[src/rtl/usb_tx_phy.sv]
// Full-speed USB transmit PHY: SYNC, LSB-first data with bit stuffing and NRZI, then EOP.
// Bytes arrive from the SIE on a tx_data/tx_valid/tx_ready handshake; line outputs are registered.
module usb_tx_phy #(
    parameter int CLK_DIV = 4
) (
    input  logic       clk,
    input  logic       reset_n,
    input  logic [7:0] tx_data,
    input  logic       tx_valid,
    output logic       tx_ready,
    output logic       d_p,
    output logic       d_n,
    output logic       d_oe
);

    localparam int DIV_W = (CLK_DIV > 2) ? $clog2(CLK_DIV) : 1;

    typedef enum logic [2:0] {
        ST_IDLE    = 3'd0,
        ST_SYNC    = 3'd1,
        ST_DATA    = 3'd2,
        ST_EOP_SE0 = 3'd3,
        ST_EOP_J   = 3'd4
    } state_t;

    state_t           state_r;
    logic [DIV_W-1:0] div_r;
    logic [2:0]       bit_idx_r;
    logic [2:0]       ones_r;
    logic [7:0]       shreg_r;
    logic             tx_ready_r;
    logic             d_p_r;
    logic             d_n_r;
    logic             d_oe_r;

    logic             strobe_s;
    logic [2:0]       next_idx_s;
    logic             emit_en_s;
    logic             emit_val_s;
    logic             load_s;
    logic             eop_s;
    logic             adv_s;

    assign strobe_s   = (div_r == DIV_W'(CLK_DIV - 1));
    assign next_idx_s = bit_idx_r + 3'd1;

    // Decide what the next bit period carries at each bit strobe of SYNC/DATA.
    // A stuffed bit is just an emitted 0 that does not advance the bit index.
    always_comb begin
        emit_en_s  = 1'b0;
        emit_val_s = 1'b0;
        load_s     = 1'b0;
        eop_s      = 1'b0;
        adv_s      = 1'b0;
        if (strobe_s && ((state_r == ST_SYNC) || (state_r == ST_DATA))) begin
            if ((state_r == ST_DATA) && (ones_r == 3'd6)) begin
                emit_en_s  = 1'b1;
                emit_val_s = 1'b0;
            end else if (bit_idx_r == 3'd7) begin
                if (tx_valid) begin
                    load_s     = 1'b1;
                    emit_en_s  = 1'b1;
                    emit_val_s = tx_data[0];
                end else begin
                    eop_s = 1'b1;
                end
            end else begin
                adv_s      = 1'b1;
                emit_en_s  = 1'b1;
                emit_val_s = (state_r == ST_SYNC) ? (next_idx_s == 3'd7) : shreg_r[next_idx_s];
            end
        end else begin
            emit_en_s = 1'b0;
        end
    end

    // Packet sequencer, bit-period divider, NRZI line driver and handshake.
    always_ff @(posedge clk or negedge reset_n) begin
        if (!reset_n) begin
            state_r    <= ST_IDLE;
            div_r      <= '0;
            bit_idx_r  <= 3'd0;
            ones_r     <= 3'd0;
            shreg_r    <= 8'h00;
            tx_ready_r <= 1'b0;
            d_p_r      <= 1'b1;
            d_n_r      <= 1'b0;
            d_oe_r     <= 1'b0;
        end else begin
            tx_ready_r <= 1'b0;
            if (state_r == ST_IDLE) begin
                div_r <= '0;
            end else if (strobe_s) begin
                div_r <= '0;
            end else begin
                div_r <= div_r + DIV_W'(1);
            end

            case (state_r)
                ST_IDLE: begin
                    if (tx_valid) begin
                        state_r   <= ST_SYNC;
                        d_oe_r    <= 1'b1;
                        d_p_r     <= 1'b0;
                        d_n_r     <= 1'b1;
                        bit_idx_r <= 3'd0;
                        ones_r    <= 3'd0;
                    end
                end
                ST_SYNC, ST_DATA: begin
                    if (load_s) begin
                        state_r    <= ST_DATA;
                        shreg_r    <= tx_data;
                        bit_idx_r  <= 3'd0;
                        tx_ready_r <= 1'b1;
                    end
                    if (eop_s) begin
                        state_r   <= ST_EOP_SE0;
                        d_p_r     <= 1'b0;
                        d_n_r     <= 1'b0;
                        bit_idx_r <= 3'd0;
                    end
                    if (adv_s) begin
                        bit_idx_r <= next_idx_s;
                    end
                    if (emit_en_s) begin
                        if (!emit_val_s) begin
                            d_p_r  <= ~d_p_r;
                            d_n_r  <= ~d_n_r;
                            ones_r <= 3'd0;
                        end else begin
                            ones_r <= ones_r + 3'd1;
                        end
                    end
                end
                ST_EOP_SE0: begin
                    if (strobe_s) begin
                        if (bit_idx_r == 3'd1) begin
                            state_r   <= ST_EOP_J;
                            d_p_r     <= 1'b1;
                            d_n_r     <= 1'b0;
                            bit_idx_r <= 3'd0;
                        end else begin
                            bit_idx_r <= 3'd1;
                        end
                    end
                end
                ST_EOP_J: begin
                    if (strobe_s) begin
                        state_r <= ST_IDLE;
                        d_oe_r  <= 1'b0;
                        d_p_r   <= 1'b1;
                        d_n_r   <= 1'b0;
                        ones_r  <= 3'd0;
                    end
                end
                default: begin
                    state_r <= ST_IDLE;
                    d_oe_r  <= 1'b0;
                    d_p_r   <= 1'b1;
                    d_n_r   <= 1'b0;
                end
            endcase
        end
    end

    assign tx_ready = tx_ready_r;
    assign d_p      = d_p_r;
    assign d_n      = d_n_r;
    assign d_oe     = d_oe_r;

endmodule

[config.mk]
export PLATFORM = sky130hd
export DESIGN_NAME = usb_tx_phy
export DESIGN_NICKNAME = d
export VERILOG_FILES = /design/src/rtl/usb_tx_phy.sv
export SDC_FILE = /design/constraint.sdc
export NUM_CORES = 1
export LEC_CHECK = 0
export ABC_AREA = 1
export BUFFER_PORTS_ARGS = -buffer_cell sky130_fd_sc_hd__buf_2
export CORE_MARGIN = 1
export CORE_UTILIZATION = 45
export DETAILED_ROUTE_END_ITERATION = 6
export GPL_TIMING_DRIVEN = 0
export PLACE_DENSITY = 0.72
export REMOVE_ABC_BUFFERS = 1
export SLEW_MARGIN = 10
export SYNTH_ARGS = -nofsm -noshare
export SYNTH_HDL_FRONTEND = slang
export SYNTH_SLANG_ARGS = --single-unit
[constraint.sdc]
create_clock -name clk -period 2.3 [get_ports clk]
set_input_delay 0.46 -clock clk [delete_from_list [all_inputs] [get_ports clk]]
set_output_delay 0.46 -clock clk [all_outputs]
set_load 0.005 [all_outputs]
==> reports/summary.log <==
[placed_design] final weighted congestion in routability-driven placement 0.846
[route] total DRC errors in the routed layout 0
[setup_path] classification of the worst setup path reg2reg
[cts] CTS tree done
[floorplan] Std-Cell Core Area 0.00281 mm²
[cts] CTS buffer count 3
[floorplan] x dimension of the die 56.9 µm
[sta] setup tns final 0 ns
[sta] worst clock skew 0.00663 ns
[layout] most used cells in the layout excluding fill and tap cells nand2_1 (33), inv_1 (25), dfrtp_1 (22)
[job] max-capacitance violation count 0
[route] overall via count from detail_route 1109
[sta] worst rel slew slack 0.662
[sta] number of hold violations in the final report 0
[synth] flip-flop and latch count after synthesis 23
[synth] mean cell area of the mapped netlist 8.16 µm²
[layout] commonest non-fill, non-tap cell in the layout nand2_1
[placed_design] Final HPWL DP 1.94 mm
[layout] Diodes inserted 0
[cts] insertion delay of the later-clocked pin in the worst-skew pair 0.32 ns
[floorplan] effective utilization at floorplan 0.483
[layout] number of nets in the layout 202
[layout] final core utilization 0.528
[pwr] leakage power total 0.760 nW
[cts] cts hold-fix bufs 0
[grt] number of global-route vias before repair 1100
[grt] global-route congestion overflow total 0
[route] detail-routed net length per standard cell 11.6 µm
[setup_path] data required time at the worst endpoint 2.52 ns
[route] count of nets left with antenna violations after detail routing 0
[synth] number of instances in the synthesized netlist 166
[setup_path] data arrival time of the worst path 2.21 ns
[setup_path] Setup crit start kind register
[synth] total number of yosys warnings 0
[route] router iterations before antenna repair 4
[floorplan] height of the die 56.9 µm
[cts] number of gates resized after CTS 0
[floorplan] number of top-level pins 15
[route] Via density 5.18
[layout] total non-filler cell area in the finished layout 0.00148 mm²
[synth] fraction of the yosys area taken by sequential cells 0.426
[sta] min cycle time layout 1.99 ns
[sta] final-report max-slew violation count 0
[sta] ratio of final minimum period to clock period 0.866
[route] number of design-rule violations left by the first detailed-router iteration 29
[floorplan] count of standard-cell rows 19
[setup_path] worst-path fanout max 9
[grt] Tot GR Track Use 0.178
[cts] count of clock tree sinks 23
[layout] layout cells sized above 1 0.246
[placed_design] placed instance area 0.00146 mm²
[placed_design] count of buffers from port buffering 14
[sta] setup repair after global routing missed its margin no
[layout] Area growth, synth to finish 9.43%
[synth] largest area contributor in the synthesized netlist dfrtp_1
[floorplan] full die area 0.00323 mm²
[synth] Yosys cell types 29
[synth] share of the synthesized area in the top cell type 0.407
[grt] antenna violations before repair 0
[grt] wire length of the first global-routing pass 4.37 mm
[cts] Clock transition at path regs 0.13 ns
[run_status] result of the run completed
[sta] Worst-Margin Slew 0.507 ns
[min_path] path type of the worst min-delay path in2async
[cts] buffer depth of the longest clock path 2
[synth] post-synthesis instance area 0.00135 mm²
[cts] # Post-CTS Setup Buffers 0
[sta] endpoints failing setup 0
[pwr] PD cells 839 mW/mm²
[setup_path] CP endpoint kind register
[cts] number of H-tree levels 1
[route] final wirelength 2.47 mm
[grt] pin count of the biggest net entering global routing 24
[pwr] worst supply voltage drop on vdd 0.514 mV
[synth] leading post-synthesis cells by cell area dfrtp_1 (41%), nand2_1 (9.1%), inv_1 (6.9%), ha_1 (6.5%), o21ai_1 (4.4%)
[cts] clock root buffer clkbuf_4
[sta] maximum frequency from static timing analysis 502 MHz
stage by stage:
| stage | hold WS, ns | worst slack, ns | power (mW) | cells |
|---|---|---|---|---|
| after global placement | 0.425 | 0.373 | 1.03 | 210 |
| after CTS | 0.105 | 0.313 | 1.25 | 214 |
| after floorplan | 0.164 | 0.556 | 0.925 | 165 |
| after detailed placement | 0.438 | 0.337 | 1.05 | 210 |
| final | 0.0833 | 0.309 | 1.24 | 214 |
| after global routing | 0.115 | 0.151 | 1.34 | 214 |
synth_stat cells, drive strengths merged:
cell type / number
a21oi: 4
a31oi: 1
a211oi: 1
dfstp: 1
nand2: 39
nor3: 4
ha: 7
dfrtp: 22
xor2: 1
nor2: 16
o21ai: 16
nand3b: 2
nand4: 1
inv: 33
buf: 1
o211ai: 1
nand3: 14
o22ai: 2
state kept, by name (all words and copies together) (netlist names):
register   flops
d_oe           1
bit_idx_r      3
shreg_r        8
ones_r         3
state_r        3
d_n            1
div_r          2
d_p            1
tx_ready       1
logic make-up (layout without fill, tap and decap cells):
logic type / Yosys count / after routing / synth area share
adder cells (fa/ha/maj): 7 / 7 / 0.0647
flip-flops: 23 / 23 / 0.426
XOR/XNOR: 1 / 1 / 0.00647
buffers and inverters: 34 / 51 / 0.0989
AO/OA/AOI/OAI: 25 / 25 / 0.105
AND/OR/NAND/NOR: 76 / 76 / 0.299
final timing paths:
| path | start | slack [ns] | cells past startpoint | to |
|---|---|---|---|---|
| worst max-delay path | bit_idx_r[0] | 0.31 | 11 | d_n |
| max in group asynchronous | reset_n | 1.85 | 1 | d_p |
| worst min register to register | div_r[0] | 0.45 | 1 | div_r[0] |
| worst max register to register | bit_idx_r[0] | 0.31 | 11 | d_n |
| worst min-delay path | reset_n | 0.08 | 1 | tx_ready |
| min in group clk | tx_data[3] | 0.32 | 3 | shreg_r[3] |
worst max-delay path, stage by stage (launching register included):
cell	delay [ns]
dfrtp_1	0.50
ha_1	0.25
ha_1	0.37
inv_1	0.09
nand3_1	0.09
nand3_1	0.06
nand3_1	0.08
nand2_1	0.06
nand2_2	0.08
nand3_2	0.08
a21oi_1	0.17
a21oi_2	0.04
layer usage:
metal / wire length, µm / track usage / share of wire
met5: 0 / 0 / 0
met4: 63 / 0.111 / 0.025
met3: 72 / 0.0323 / 0.029
met2: 1140 / 0.291 / 0.46
met1: 1200 / 0.217 / 0.48
power breakdown:
group | internal [mW] | leakage [nW] | switching, mW | total [mW]
Combinational | 0.191 | 0.474 | 0.320 | 0.511
Clock | 0.0680 | 0.0150 | 0.127 | 0.195
Sequential | 0.478 | 0.270 | 0.0590 | 0.537
cell type report:
class / count / area (µm²)
multi-input cells: 109 / 643
flip-flops and latches: 23 / 577
inverters: 33 / 126
repair buffers: 14 / 70.1
fillers: 274 / 1320
clock buffers: 4 / 26.3
well taps: 31 / 38.8
Power figures use the tool's default switching activity.
